--- config.mk ---
export PLATFORM = sky130hd
export DESIGN_NAME = jfpjc_frame_wrapper
export DESIGN_NICKNAME = d
export VERILOG_FILES = /design/src/rtl/jfpjc_pkg.sv /design/src/rtl/jfpjc_byte_fifo.sv /design/src/rtl/jfpjc_frame_wrapper.sv
export SDC_FILE = /design/constraint.sdc
export NUM_CORES = 2
export LEC_CHECK = 0
export CORE_UTILIZATION = 50
export CTS_BUF_LIST = sky130_fd_sc_hd__clkbuf_16
export DETAILED_ROUTE_END_ITERATION = 6
export GPL_ROUTABILITY_DRIVEN = 0
export HOLD_SLACK_MARGIN = 0.15
export PLACE_DENSITY = 0.63
export RECOVER_POWER = 25
export SETUP_SLACK_MARGIN = 0.15
export SLEW_MARGIN = 10
export SYNTH_ARGS = -nofsm -noshare
export SYNTH_HDL_FRONTEND = slang
export SYNTH_SLANG_ARGS = --single-unit
--- constraint.sdc ---
create_clock -name clock -period 5.5 [get_ports clock]
set_input_delay 1.1 -clock clock [delete_from_list [all_inputs] [get_ports clock]]
set_output_delay 1.1 -clock clock [all_outputs]
set_load 0.03 [all_outputs]
--- src/rtl/jfpjc_pkg.sv ---
// Shared constants and FSM encoding for the jfpjc JFIF framing path.
package jfpjc_pkg;

   localparam int         HEADER_LEN     = 328;
   localparam logic [7:0] JPEG_MARKER_FF = 8'hFF;
   localparam logic [7:0] JPEG_EOI       = 8'hD9;

   typedef enum logic [2:0] {
      ST_IDLE,
      ST_HDR,
      ST_PAYLOAD,
      ST_EOI_FF,
      ST_EOI_D9
   } wrap_state_e;

endpackage

--- src/rtl/jfpjc_byte_fifo.sv ---
// Byte FIFO with registered (1-cycle) read data and wrap-bit pointers; storage maps onto one EBR.
module jfpjc_byte_fifo #(
   parameter int DEPTH = 512,
   parameter int AW    = $clog2(DEPTH)
) (
   input  logic          clock,
   input  logic          nreset,
   input  logic          clr_i,
   input  logic          push_i,
   input  logic [7:0]    wdata_i,
   input  logic          pop_i,
   output logic [7:0]    rdata_o,
   output logic          full_o,
   output logic          empty_o,
   output logic [AW:0]   count_o
);

   logic [7:0]  mem_q [DEPTH];
   logic [AW:0] wr_ptr_q, rd_ptr_q;
   logic [7:0]  rdata_q;
   logic        wr_ok, rd_ok;

   assign empty_o = (wr_ptr_q == rd_ptr_q);
   assign count_o = wr_ptr_q - rd_ptr_q;
   assign full_o  = (count_o == (AW+1)'(DEPTH));

   // A pop in the same cycle frees the head slot, so a full FIFO still takes the push.
   assign rd_ok = pop_i & ~empty_o;
   assign wr_ok = push_i & (~full_o | rd_ok);

   always_ff @(posedge clock or negedge nreset) begin
      if (!nreset) begin
         wr_ptr_q <= '0;
         rd_ptr_q <= '0;
      end else if (clr_i) begin
         wr_ptr_q <= '0;
         rd_ptr_q <= '0;
      end else begin
         if (wr_ok) wr_ptr_q <= wr_ptr_q + 1'b1;
         if (rd_ok) rd_ptr_q <= rd_ptr_q + 1'b1;
      end
   end

   always_ff @(posedge clock) begin
      if (wr_ok && !clr_i) mem_q[wr_ptr_q[AW-1:0]] <= wdata_i;
      if (rd_ok && !clr_i) rdata_q <= mem_q[rd_ptr_q[AW-1:0]];
   end

   assign rdata_o = rdata_q;

endmodule

--- src/rtl/jfpjc_frame_wrapper.sv ---
// Wraps the compressor byte stream into a JFIF file: ROM header, buffered payload, then FF D9.
module jfpjc_frame_wrapper #(
   parameter int HEADER_LEN     = jfpjc_pkg::HEADER_LEN,
   parameter int HDR_ADDR_WIDTH = 9,
   parameter int FIFO_DEPTH     = 512
) (
   input  logic                      clock,
   input  logic                      nreset,
   input  logic                      frame_start,
   input  logic                      frame_end,
   input  logic [7:0]                data_in,
   input  logic                      data_good,
   output logic [HDR_ADDR_WIDTH-1:0] header_ebr_raddr,
   output logic                      header_ebr_ren,
   output logic                      header_ebr_rclk,
   input  logic [7:0]                header_ebr_dout,
   output logic [7:0]                data_out,
   output logic                      data_valid,
   input  logic                      data_ready,
   output logic                      frame_busy,
   output logic                      overflow,
   output logic                      frame_overrun
);
   import jfpjc_pkg::*;

   localparam int FAW = $clog2(FIFO_DEPTH);
   localparam logic [HDR_ADDR_WIDTH-1:0] HDR_LAST = HDR_ADDR_WIDTH'(HEADER_LEN - 1);

   wrap_state_e               state_q, state_d;
   logic [HDR_ADDR_WIDTH-1:0] hdr_idx_q, hdr_idx_d;
   logic                      hdr_done_q, hdr_done_d;
   logic                      rom_vld_q, rom_vld_d;
   logic                      fifo_vld_q, fifo_vld_d;
   logic [7:0]                dout_q, dout_d;
   logic                      dvalid_q, dvalid_d;
   logic                      overflow_q, overflow_d;
   logic                      overrun_q, overrun_d;
   logic                      eoi_pend_q, eoi_pend_d;

   logic                      accept, out_free, busy;
   logic                      hdr_ren, fifo_clr, fifo_push, fifo_pop;
   logic                      fifo_full, fifo_empty;
   logic [7:0]                fifo_rdata;
   logic [FAW:0]              fifo_count;

   assign busy     = (state_q != ST_IDLE);
   assign accept   = dvalid_q & data_ready;
   assign out_free = ~dvalid_q | accept;

   jfpjc_byte_fifo #(.DEPTH(FIFO_DEPTH)) u_fifo (
      .clock   (clock),
      .nreset  (nreset),
      .clr_i   (fifo_clr),
      .push_i  (fifo_push),
      .wdata_i (data_in),
      .pop_i   (fifo_pop),
      .rdata_o (fifo_rdata),
      .full_o  (fifo_full),
      .empty_o (fifo_empty),
      .count_o (fifo_count)
   );

   always_comb begin
      state_d    = state_q;
      hdr_idx_d  = hdr_idx_q;
      hdr_done_d = hdr_done_q;
      rom_vld_d  = rom_vld_q;
      fifo_vld_d = fifo_vld_q;
      dout_d     = dout_q;
      dvalid_d   = dvalid_q & ~accept;
      overflow_d = overflow_q;
      overrun_d  = overrun_q;
      eoi_pend_d = eoi_pend_q;
      hdr_ren    = 1'b0;
      fifo_clr   = 1'b0;
      fifo_pop   = 1'b0;
      fifo_push  = 1'b0;

      case (state_q)
         ST_IDLE: begin
            // Address 0 is fetched in the start cycle so the first header byte lands two cycles later.
            if (frame_start) begin
               state_d    = ST_HDR;
               fifo_clr   = 1'b1;
               overflow_d = 1'b0;
               overrun_d  = 1'b0;
               eoi_pend_d = frame_end;
               hdr_done_d = 1'b0;
               hdr_ren    = 1'b1;
            end
         end
         ST_HDR: begin
            hdr_ren = ~hdr_done_q & out_free;
            if (rom_vld_q && out_free) begin
               dout_d    = header_ebr_dout;
               dvalid_d  = 1'b1;
               rom_vld_d = 1'b0;
            end
            if (hdr_done_q && !rom_vld_q && accept) state_d = ST_PAYLOAD;
         end
         ST_PAYLOAD: begin
            fifo_pop = ~fifo_empty & out_free;
            if (fifo_vld_q && out_free) begin
               dout_d     = fifo_rdata;
               dvalid_d   = 1'b1;
               fifo_vld_d = 1'b0;
            end else if (eoi_pend_q && fifo_count == '0 && !fifo_vld_q && out_free) begin
               dout_d   = JPEG_MARKER_FF;
               dvalid_d = 1'b1;
               state_d  = ST_EOI_FF;
            end
         end
         ST_EOI_FF: begin
            if (accept) begin
               dout_d   = JPEG_EOI;
               dvalid_d = 1'b1;
               state_d  = ST_EOI_D9;
            end
         end
         ST_EOI_D9: begin
            if (accept) begin
               state_d    = ST_IDLE;
               hdr_idx_d  = '0;
               hdr_done_d = 1'b0;
            end
         end
         default: state_d = ST_IDLE;
      endcase

      // ROM and FIFO outputs hold while not re-read, so a stalled fetch simply waits in place.
      if (hdr_ren) begin
         rom_vld_d = 1'b1;
         if (hdr_idx_q == HDR_LAST) hdr_done_d = 1'b1;
         else                       hdr_idx_d  = hdr_idx_q + 1'b1;
      end
      if (fifo_pop) fifo_vld_d = 1'b1;

      if (busy) begin
         if (frame_start) overrun_d  = 1'b1;
         if (frame_end)   eoi_pend_d = 1'b1;
         if (data_good) begin
            if (fifo_full && !fifo_pop) overflow_d = 1'b1;
            else                        fifo_push  = 1'b1;
         end
      end
   end

   always_ff @(posedge clock or negedge nreset) begin
      if (!nreset) begin
         state_q    <= ST_IDLE;
         hdr_idx_q  <= '0;
         hdr_done_q <= 1'b0;
         rom_vld_q  <= 1'b0;
         fifo_vld_q <= 1'b0;
         dout_q     <= 8'h00;
         dvalid_q   <= 1'b0;
         overflow_q <= 1'b0;
         overrun_q  <= 1'b0;
         eoi_pend_q <= 1'b0;
      end else begin
         state_q    <= state_d;
         hdr_idx_q  <= hdr_idx_d;
         hdr_done_q <= hdr_done_d;
         rom_vld_q  <= rom_vld_d;
         fifo_vld_q <= fifo_vld_d;
         dout_q     <= dout_d;
         dvalid_q   <= dvalid_d;
         overflow_q <= overflow_d;
         overrun_q  <= overrun_d;
         eoi_pend_q <= eoi_pend_d;
      end
   end

   assign header_ebr_raddr = hdr_idx_q;
   assign header_ebr_ren   = hdr_ren;
   assign header_ebr_rclk  = clock;
   assign data_out         = dout_q;
   assign data_valid       = dvalid_q;
   assign frame_busy       = busy;
   assign overflow         = overflow_q;
   assign frame_overrun    = overrun_q;

endmodule

==> qor.yml <==
fp.dieW_microns: 573
grt_max_degree: 176
dpl_cell_area_sq_mm: 0.169
area_growth_pct: 11.7
p_sw_share_pct: 28.0
crit_type: "flip-flop to flip-flop"
arrival_ns: 6.31
cts_setup_buffers: 0
ys_types: 81
dr_total_vias: 82200
slew_headroom_pct: -226
r2r-start: "u_fifo.rd_ptr_q[0]$_DFFE_PN0P_"
synth.net_count: 7727
critical-path-top-delay-family: "simple AND/OR/NAND/NOR gates"
cp_slowest_cell: "o31ai_1"
synth_area_sq_mm: 0.163
p_leak_nw: 56.3
critPathCaptureType: "flip-flop"
rows: 209
cp_data_required_time_ns: 6.47
routed_via_density: 6.49
fp.dieH_microns: 573
synth.top_cell.area_share_pct: 75.6
grt_pass1_wl_mm: 622
antenna_found_initial: 34
cap_violations: 22
port_buffers: 44
tightest_slew_ns: 4.89
first_global_vias: 80900
cp.buffers_inverters: 2
slowest_delay_ns: 1.08
avgSynthCellArea_sq_um: 21.2
ys_ff_latch: 4151
ant_nets: 0
synth_edf_count: 4104
synth_ff_type: "edfxtp_1"
netlist_instances: 7690
layout.nets: 7991
grt_setup_unrepaired: "no"
ir_worst_vdd_mv: 0.337
drtIter0Drc: 12000
hp-class: "flip-flop to flip-flop"
yosysMostFrequentCell: "edfxtp_1"
clkTransAtPathRegs_ns: 0.06
final-setup-viol-count: 0
stdcell_area_sq_mm: 0.182
power.internal_mw: 58.0
drc: 4
cp_cell_sequence: "buf_12 -> nand3b_2 -> buf_4 -> o221ai_1 -> a221oi_1 -> o31ai_1 -> nor3_1 -> nor4_1 -> o311a_1"
hold_viol: 0
tritoncts: "done"
grt_overflow_total: 0
firstDrtPassIters: 7
path_max_fanout: 25
p_sw_mw: 22.5
status: "finished with violations"
synth_largest_area_cell: "edfxtp_1"
yosysWarningCount: 0
wl_mm: 442
min_period_ns: 5.34
finalPower_mw: 80.5
critPathLaunch: "u_fifo.rd_ptr_q[0]$_DFFE_PN0P_"
fin_tns_setup_ns: 0
fillCellCount: 23900
slew_violations: 2212
power_frac_comb_pct: 21.4
hp-start: "data_out[2]$_DFFE_PN0P_"
p_per_area_mw_per_mm2: 442
seq_power_share_pct: 43.9
async_flop_share_pct: 1.13
max_freq_mhz: 187
clk_latency_ns: 1.11
start_util_pct: 50.3
post_drt_wl_per_cell_microns: 34.9
io_pins: 45
startpoint_type: "flip-flop"
track_usage_pct: 26.8
synthTopCellsByArea: "edfxtp_1 (76%), mux4_2 (14%), mux2i_1 (2.0%), nor2_1 (1.2%), dfrtp_1 (0.72%)"
layout-drive-gt1-share_pct: 23.4
clkPwrFrac_pct: 34.8
synth_common_cells: "edfxtp_1 (4104), mux4_2 (1006), nor2_1 (517), mux2i_1 (321), nand2_1 (262)"
finalClockSkew_ns: 0.0602
violations: "DRC, capacitance limit, slew limit"
core_area_sq_mm: 0.324
seq_area_frac_synth_pct: 76.3
die_area_sq_mm: 0.328
post-route-period-util_pct: 97.1
place_hpwl_mm: 267
## cell type report
type,count,area (sq um),area share (%)
sequential,4151,124000,68.3
multi-input combinational,3039,35700,19.6
clock buffer,422,10500,5.79
tap,4325,5410,2.97
clock inverter,339,2940,1.61
timing repair buffer,318,2920,1.60
antenna,45,113,0.0618
inverter,23,106,0.0584
## registers in the layout (all words and copies together), names as in the netlist, named ones only
signal and cells:
header_ebr_raddr 9, rom_vld_q 1, state_q 3, fifo_vld_q 1
data_out 8, u_fifo.rdata_o 8, u_fifo.wr_ptr_q 10, eoi_pend_q 1
data_valid 1, u_fifo.mem_q 4096, u_fifo.rd_ptr_q 10, hdr_done_q 1
overflow 1
## power by group through the flow
stage | Clock [mW] | Combinational, mW | Sequential, mW
CTS | 28.3 | 17.2 | 35.3
floorplan | 0.0272 | 11.5 | 35.9
global route | 29.4 | 17.9 | 35.3
global placement | 0.0303 | 17.1 | 35.9
detailed placement | 0.0303 | 17.1 | 36.0
finish | 28.0 | 17.2 | 35.3
## routing by layer
layer  GRT usage (%)  vias to the layer above  wire length [microns]
met2            40.8                     4661                 206000
met4            10.5                       16                  17700
li1                -                    32700                      -
met5               0                        -                    105
met3            5.40                      886                  43300
met1            38.4                    43900                 175000
## layout by cell type (no fill, tap or decap), drive strengths merged, types with 105 or more instances in the layout
cell type     n
inv         105
mux2i       321
clkinv      196
edfxtp     4104
mux4       1032
nor2        517
clkbuf      446
nand2       262
a21oi       159
buf         257
## final timing paths
check	end	depth (start not counted)	slack, ns
min in group asynchronous	data_out[5]$_DFFE_PN0P_	3	1.62
max reg2reg	u_fifo.rdata_o[4]$_DFFE_PP_	9	0.16
max	u_fifo.rdata_o[4]$_DFFE_PP_	9	0.16
min	data_out[2]$_DFFE_PN0P_	1	0.51
min reg2reg	data_out[2]$_DFFE_PN0P_	1	0.51
max in group asynchronous	u_fifo.rd_ptr_q[0]$_DFFE_PN0P_	3	1.74
## per-stage QoR
step / std cells / util [%] / setup slack (ns) / hold slack [ns]
after CTS: 12600 / 56.2 / 0.414 / 0.396
after detailed placement: 11900 / 52.1 / 0.456 / 0.493
after global routing: 12600 / 56.2 / 0.289 / 0.523
final: 12700 / 56.2 / 0.159 / 0.509
after global placement: 11900 / 52.1 / 0.378 / 0.505
after floorplan: 7690 / - / 0.823 / 0.481
## cells by family (layout without fill, tap and decap cells)
logic type      Yosys count  in the layout  synth area share, %
xor+xnor                 14             14               0.0752
fa+ha+maj                15             15                0.115
buf+inv                 500           1102                 1.89
flops                  4151           4151                 76.3
simple gates           1031           1031                 2.71
other cells               0             45                    0
mux                    1369           1369                 16.4
compound gates          610            610                 2.55
## repair_timing
action                                  4_1_cts  5_1_grt
gates resized for setup                       0        0
hold endpoints to repair                     47        0
endpoints found under the setup margin        0        0
hold buffers                                  1        0
Note: power is estimated with default switching activity, not from simulation.
